<file path="src/rtl/fsm_upload_flit_if.sv">
`default_nettype none
// ============================================================================
//  Module      : fsm_upload_flit_if
//  Description : Request handshake and request-fifo write signals shared
//                between an upload requester/fifo side and the upload
//                flit controller.
//  Revision    : 1.0 - initial release
// ============================================================================
interface fsm_upload_flit_if;
    // Request side: held stable by the requester until req_ack
    logic       req_valid;
    logic       req_inv;
    logic [3:0] req_flit_max;
    logic [3:0] req_inv_ids;
    logic       req_ack;
    logic       upload_done;
    logic       busy;
    // Request fifo side
    logic       fifo_full;
    logic       fifo_wr;

    // Requester / fifo environment
    modport master (
        output req_valid,
        output req_inv,
        output req_flit_max,
        output req_inv_ids,
        output fifo_full,
        input  req_ack,
        input  upload_done,
        input  busy,
        input  fifo_wr
    );

    // Upload flit controller
    modport slave (
        input  req_valid,
        input  req_inv,
        input  req_flit_max,
        input  req_inv_ids,
        input  fifo_full,
        output req_ack,
        output upload_done,
        output busy,
        output fifo_wr
    );
endinterface
`default_nettype wire

</file>
<file path="src/rtl/fsm_upload_flit.sv">
`default_nettype none
// ============================================================================
//  Module      : fsm_upload_flit
//  Description : Control FSM that uploads a message into the request fifo,
//                either once to a single destination (sc/wb/flush) or once
//                per set bit of the invalidation vector (invreq multicast).
//                All outputs are decoded combinationally from the state and
//                the current inputs; the datapath counters and registers
//                live outside this block.
//  Revision    : 1.0 - initial release
// ============================================================================
module fsm_upload_flit (
    input  wire logic         clk,
    input  wire logic         rst,               // asynchronous, active low
    fsm_upload_flit_if.slave  bus,
    // Datapath status
    input  wire logic         cnt_eq_max,
    input  wire logic         cnt_invs_eq_3,
    input  wire logic         cnt_eq_0,
    input  wire logic [3:0]   inv_ids_reg_out,
    input  wire logic [1:0]   sel_cnt_invs_out,
    // Datapath controls
    output logic              clr_max,
    output logic              clr_inv_ids,
    output logic              clr_sel_cnt,
    output logic              clr_sel_cnt_inv,
    output logic              inc_sel_cnt,
    output logic              inc_sel_cnt_inv,
    output logic              en_flit_max_in,
    output logic              en_for_reg,
    output logic              en_inv_ids,
    output logic              dest_sel,
    output logic [3:0]        flit_max_in
);

    typedef enum logic [1:0] {
        IDLE     = 2'd0,
        SEND     = 2'd1,
        INV_SCAN = 2'd2,
        INV_SEND = 2'd3
    } state_t;

    state_t state;
    state_t state_nxt;

    // The flit-index-zero flag is not needed to sequence the upload; it is
    // kept on the port list so the datapath wiring stays uniform.
    logic unused_status;
    assign unused_status = cnt_eq_0;

    // Node currently addressed by the multicast scan has a pending invalidation
    logic inv_hit;
    assign inv_hit = inv_ids_reg_out[sel_cnt_invs_out];

    // Next-state and output decode; everything is forced low while in reset
    always_comb begin
        state_nxt       = state;
        bus.req_ack     = 1'b0;
        bus.upload_done = 1'b0;
        bus.busy        = 1'b0;
        bus.fifo_wr     = 1'b0;
        clr_max         = 1'b0;
        clr_inv_ids     = 1'b0;
        clr_sel_cnt     = 1'b0;
        clr_sel_cnt_inv = 1'b0;
        inc_sel_cnt     = 1'b0;
        inc_sel_cnt_inv = 1'b0;
        en_flit_max_in  = 1'b0;
        en_for_reg      = 1'b0;
        en_inv_ids      = 1'b0;
        dest_sel        = 1'b0;
        flit_max_in     = 4'd0;

        if (rst) begin
            flit_max_in = bus.req_flit_max;
            bus.busy    = (state != IDLE);

            case (state)
                IDLE: begin
                    if (bus.req_valid) begin
                        bus.req_ack     = 1'b1;
                        en_for_reg      = 1'b1;
                        en_flit_max_in  = 1'b1;
                        clr_sel_cnt     = 1'b1;
                        clr_sel_cnt_inv = 1'b1;
                        en_inv_ids      = bus.req_inv;
                        state_nxt       = bus.req_inv ? INV_SCAN : SEND;
                    end
                end

                SEND: begin
                    dest_sel = 1'b1;
                    // A full fifo freezes everything except dest_sel
                    if (!bus.fifo_full) begin
                        bus.fifo_wr = 1'b1;
                        if (cnt_eq_max) begin
                            clr_sel_cnt     = 1'b1;
                            clr_max         = 1'b1;
                            bus.upload_done = 1'b1;
                            state_nxt       = IDLE;
                        end else begin
                            inc_sel_cnt = 1'b1;
                        end
                    end
                end

                INV_SCAN: begin
                    // One cycle per examined node index, independent of fifo_full
                    if (inv_hit) begin
                        state_nxt = INV_SEND;
                    end else if (cnt_invs_eq_3) begin
                        clr_inv_ids     = 1'b1;
                        clr_sel_cnt_inv = 1'b1;
                        clr_max         = 1'b1;
                        bus.upload_done = 1'b1;
                        state_nxt       = IDLE;
                    end else begin
                        inc_sel_cnt_inv = 1'b1;
                    end
                end

                INV_SEND: begin
                    if (!bus.fifo_full) begin
                        bus.fifo_wr = 1'b1;
                        if (cnt_eq_max) begin
                            // Copy for this node complete; rewind flit index
                            clr_sel_cnt = 1'b1;
                            if (cnt_invs_eq_3) begin
                                clr_inv_ids     = 1'b1;
                                clr_sel_cnt_inv = 1'b1;
                                clr_max         = 1'b1;
                                bus.upload_done = 1'b1;
                                state_nxt       = IDLE;
                            end else begin
                                inc_sel_cnt_inv = 1'b1;
                                state_nxt       = INV_SCAN;
                            end
                        end else begin
                            inc_sel_cnt = 1'b1;
                        end
                    end
                end

                default: state_nxt = IDLE;
            endcase
        end
    end

    // State register; reset abandons any message in flight
    always_ff @(posedge clk or negedge rst) begin
        if (!rst) begin
            state <= IDLE;
        end else begin
            state <= state_nxt;
        end
    end

endmodule
`default_nettype wire

</file>
<file path="src/flat_wrapper.sv">
// flat-port wrapper written by rule: the top's interface ports become plain ports
module fsm_upload_flit_flat 
  (clk, rst, cnt_eq_max, cnt_invs_eq_3, cnt_eq_0, inv_ids_reg_out, sel_cnt_invs_out, clr_max, clr_inv_ids, clr_sel_cnt, clr_sel_cnt_inv, inc_sel_cnt, inc_sel_cnt_inv, en_flit_max_in, en_for_reg, en_inv_ids, dest_sel, flit_max_in, bus_req_valid, bus_req_inv, bus_req_flit_max, bus_req_inv_ids, bus_fifo_full, bus_req_ack, bus_upload_done, bus_busy, bus_fifo_wr);
  fsm_upload_flit_if bus_i ();
  input  wire logic clk;
  input  wire logic rst;
  input  wire logic cnt_eq_max;
  input  wire logic cnt_invs_eq_3;
  input  wire logic cnt_eq_0;
  input  wire logic [3:0] inv_ids_reg_out;
  input  wire logic [1:0] sel_cnt_invs_out;
  output logic clr_max;
  output logic clr_inv_ids;
  output logic clr_sel_cnt;
  output logic clr_sel_cnt_inv;
  output logic inc_sel_cnt;
  output logic inc_sel_cnt_inv;
  output logic en_flit_max_in;
  output logic en_for_reg;
  output logic en_inv_ids;
  output logic dest_sel;
  output logic [3:0] flit_max_in;
  input wire logic [$bits(bus_i.req_valid)-1:0] bus_req_valid;
  input wire logic [$bits(bus_i.req_inv)-1:0] bus_req_inv;
  input wire logic [$bits(bus_i.req_flit_max)-1:0] bus_req_flit_max;
  input wire logic [$bits(bus_i.req_inv_ids)-1:0] bus_req_inv_ids;
  input wire logic [$bits(bus_i.fifo_full)-1:0] bus_fifo_full;
  output wire logic [$bits(bus_i.req_ack)-1:0] bus_req_ack;
  output wire logic [$bits(bus_i.upload_done)-1:0] bus_upload_done;
  output wire logic [$bits(bus_i.busy)-1:0] bus_busy;
  output wire logic [$bits(bus_i.fifo_wr)-1:0] bus_fifo_wr;
  assign bus_i.req_valid = bus_req_valid;
  assign bus_i.req_inv = bus_req_inv;
  assign bus_i.req_flit_max = bus_req_flit_max;
  assign bus_i.req_inv_ids = bus_req_inv_ids;
  assign bus_i.fifo_full = bus_fifo_full;
  assign bus_req_ack = bus_i.req_ack;
  assign bus_upload_done = bus_i.upload_done;
  assign bus_busy = bus_i.busy;
  assign bus_fifo_wr = bus_i.fifo_wr;
  fsm_upload_flit u_core (.clk(clk), .rst(rst), .bus(bus_i), .cnt_eq_max(cnt_eq_max), .cnt_invs_eq_3(cnt_invs_eq_3), .cnt_eq_0(cnt_eq_0), .inv_ids_reg_out(inv_ids_reg_out), .sel_cnt_invs_out(sel_cnt_invs_out), .clr_max(clr_max), .clr_inv_ids(clr_inv_ids), .clr_sel_cnt(clr_sel_cnt), .clr_sel_cnt_inv(clr_sel_cnt_inv), .inc_sel_cnt(inc_sel_cnt), .inc_sel_cnt_inv(inc_sel_cnt_inv), .en_flit_max_in(en_flit_max_in), .en_for_reg(en_for_reg), .en_inv_ids(en_inv_ids), .dest_sel(dest_sel), .flit_max_in(flit_max_in));
endmodule
</file>
<file path="config.mk">
export PLATFORM = sky130hd
export DESIGN_NAME = fsm_upload_flit_flat
export DESIGN_NICKNAME = d
export VERILOG_FILES = /design/src/rtl/fsm_upload_flit_if.sv /design/src/rtl/fsm_upload_flit.sv /design/src/flat_wrapper.sv
export SDC_FILE = /design/constraint.sdc
export NUM_CORES = 1
export LEC_CHECK = 0
export BUFFER_PORTS_ARGS = -buffer_cell sky130_fd_sc_hd__buf_2
export CORE_AREA = 2 2 39 41
export CTS_CLUSTER_SIZE = 10
export DETAILED_ROUTE_END_ITERATION = 10
export DIE_AREA = 0 0 41 43
export HOLD_SLACK_MARGIN = 0.12
export PLACE_DENSITY_LB_ADDON = 0.3
export SYNTH_ARGS = -nofsm -noshare
export SYNTH_HDL_FRONTEND = slang
export SYNTH_SLANG_ARGS = --single-unit
</file>
<file path="constraint.sdc">
create_clock -name clk -period 1.6 [get_ports clk]
set_clock_uncertainty 0.1 [all_clocks]
set_input_delay 0.16 -clock clk [delete_from_list [all_inputs] [get_ports clk]]
set_output_delay 0.16 -clock clk [all_outputs]
set_load 0.01 [all_outputs]
</file>
==> run_results.csv <==
group,metric,value,unit
status,status,"finished, violations left",
status,failed_checks,"setup timing",
timing,setup_ws,-0.120,ns
detailed_routing,wl,1.12,mm
final_layout,final_common_cell,"buf_2",
timing,slew_headroom,85.4,%
critical_path,cp-start-kind,"primary input",
detailed_routing,drcViolationCount,0,
timing,worstMarginPinSlew,0.219,ns
critical_path,path_buf_inv,2,
yosys,yosysTopAreaCell,"dfrtp_1",
detailed_routing,wl_per_cell,10.4,um
detailed_routing,dr_total_vias,512,
yosys,synth.net_count,72,
global_route,grt_pass1_vias,417,
global_route,grt_use_total,13.6,%
yosys,synthArstFlopShare,100,%
power_and_ir_drop,peakVddDrop,427,uV
floorplan,die_y,43,um
final_layout,diodes,0,
clock_tree,clock_latency,0.22,ns
critical_path,end_kind,"primary output",
yosys,syn_inst,50,
timing,fin_crit_sh,107,%
yosys,ys_ff_latch,2,
critical_path,crit_cells,5,
timing,final-hold-violation-count,0,
min_path,hold_depth,3,
place,place_inst,100,
floorplan,rows,14,
detailed_routing,viasPerCell,4.79,
yosys,yosys-top-cells-area,"dfrtp_1 14%, nand2_1 9.3%, and2_1 8.6%",
detailed_routing,antenna_left,0,
place,dp_hpwl,915,um
critical_path,cp.required,1.34,ns
yosys,ys_types,27,
final_layout,syn_to_final_growth,91.4,%
min_path,min_path_type,"primary input to flip-flop",
timing,fmax,582,MHz
critical_path,reg2reg_depth,5,
timing,drv_slew,0,
critical_path,worstSetupPathType,"primary input to primary output",
global_route,grt_pass1_wl,1.62,mm
yosys,syn_avg_cell_area,7.26,sq um
clock_tree,htreeDepth,1,
floorplan,fp.dieW,41,um
timing,rsz0062_at_grt,"true",
critical_path,crit_path_max_incr_delay,0.52,ns
global_route,antenna_found_initial,0,
final_layout,fillers,137,
final_layout,layout.cells.non_filler,107,
critical_path,crit_fanout,2,
final_layout,largest_reg_flops,2,
power_and_ir_drop,p_per_area,991,nW/um^2
yosys,yosys_warnings,0,
place,place_congestion,0.807,
timing,setup-violations-final,4,
run,max_cap_violations,0,
clock_tree,cts-root-buf,"clkbuf_4",
global_route,gr-total-overflow,0,
yosys,synth-edff-count,0,
detailed_routing,drt_iter0_drc,3,
final_layout,drive_gt1_share,63.7,%
critical_path,critical_path.cell_chain,"buf_8 -> mux4_2 -> or4b_4 -> o211ai_2 -> buf_2",
final_layout,mostFrequentLayoutCells,"30 x buf_2, 8 x nand2_1, 5 x and2_1, 5 x buf_6, 5 x buf_4",
floorplan,fp.dieArea,1760,sq um
power_and_ir_drop,p_leak,0.000380,uW
yosys,yosysTopAreaCellShare,13.8,%
floorplan,initial_core_util,26.2,%
place,portBuffers,34,
final_layout,final_util,50.2,%
floorplan,core_area,1380,sq um
yosys,yosysSeqAreaShare,13.8,%
floorplan,ios,40,
final_layout,regMostFlops,"u_core.state",
final_layout,num-nets-final,115,
detailed_routing,dr.pass1.iters,4,
clock_tree,clk_path_buf_depth,2,
clock_tree,clk_pin_slew,0.03,ns
global_route,grt_max_degree,12,
clock_tree,clock-sinks,2,
yosys,synth_flop_cell,"dfrtp_1",
critical_path,worstPathArrival,1.46,ns
clock_tree,cts_tree,"done",
final_layout,reg_top3,"u_core.state x2",
yosys,syn_area,363,sq um
timing,fin_crit,1.72,ns
critical_path,crit_family,"simple AND/OR/NAND/NOR gates",
critical_path,critical-path-slowest-cell,"or4b_4",
clock_tree,numCtsBuffers,3,
[where the power goes]
part | internal, uW | switching, uW
Clock | 82.7 | 28.7
Sequential | 82.2 | 42.9
Combinational | 236 | 216
[worst reg2reg max path: stages (launching register included)]
cell,delay (ns)
dfrtp_2,0.43
buf_6,0.14
nor2_2,0.11
a22oi_2,0.08
buf_4,0.15
o211a_1,0.22
[final cells by class]
cell class,instances,area [sq um],share of cell area (%)
clock buffers,3,22.5,3.24
inverters,2,7.51,1.08
multi-input cells,41,313,45.0
flip-flops and latches,2,52.6,7.57
well taps,16,20.0,2.88
repair buffers,43,279,40.2
[metrics by stage]
stage          area [sq um]  power [uW]  hold WS, ns  TNS [ns]  worst slack, ns
6_report                694         688        0.165    -0.374           -0.120
5_1_grt                 694         754        0.202    -0.696           -0.170
4_1_cts                 624         604       -0.357    -0.537           -0.166
3_5_place_dp            568         476       -0.117    -0.497           -0.176
3_3_place_gp            568         473       -0.118    -0.479           -0.171
2_1_floorplan           374         333       -0.236   -0.0303          -0.0303
[routing by layer]
metal  track usage [%]  vias up  part of all wire, %
li1                  -      258                    -
met5                 0        -                    0
met2              24.1       30                   53
met1              13.9      222                   35
met3              1.57        2                   10
met4              8.00        0                  1.5
[path summary, 6_finish.rpt]
check / startpoint / end / slack (ns)
worst max-delay path: sel_cnt_invs_out[0] / clr_sel_cnt_inv / -0.12
worst min-delay path: bus_fifo_full / u_core.state[0]$_DFFE_PN0P_ / 0.17
worst max register to register: u_core.state[0]$_DFFE_PN0P_ / u_core.state[1]$_DFFE_PN0P_ / 0.26
worst min register to register: u_core.state[0]$_DFFE_PN0P_ / u_core.state[0]$_DFFE_PN0P_ / 0.57
max in group asynchronous: rst / u_core.state[1]$_DFFE_PN0P_ / 1.03
min in group asynchronous: rst / u_core.state[0]$_DFFE_PN0P_ / 0.23
[kinds of logic (layout without fill, tap and decap cells)]
kind of cell	after synthesis	in the layout	synth area share [%]
and+or+nand+nor	29	29	44.1
AOI/OAI and AO/OA	9	9	20.0
buffers and inverters	7	48	10.3
muxes	3	3	11.7
DFF	2	2	13.8
[what timing repair did]
item | 4_1_cts | 5_1_grt
setup endpoints to repair | 5 | 10
pin swaps | 3 | 4
endpoints found under the hold margin | 3 | 2
setup buffers | 0 | 2
hold buffers | 1 | 1
resized for setup | 4 | 13
[synth_stat cells, drive strengths merged, types with 2 or more instances]
library cell,count
nand2,9
buf,3
o211ai,2
nor2b,3
o21ai,2
dfrtp,2
nor2,4
inv,2
clkbuf,2
nand3,2
mux2i,2
and2,5
No activity file was read; power rests on OpenSTA's default activity.
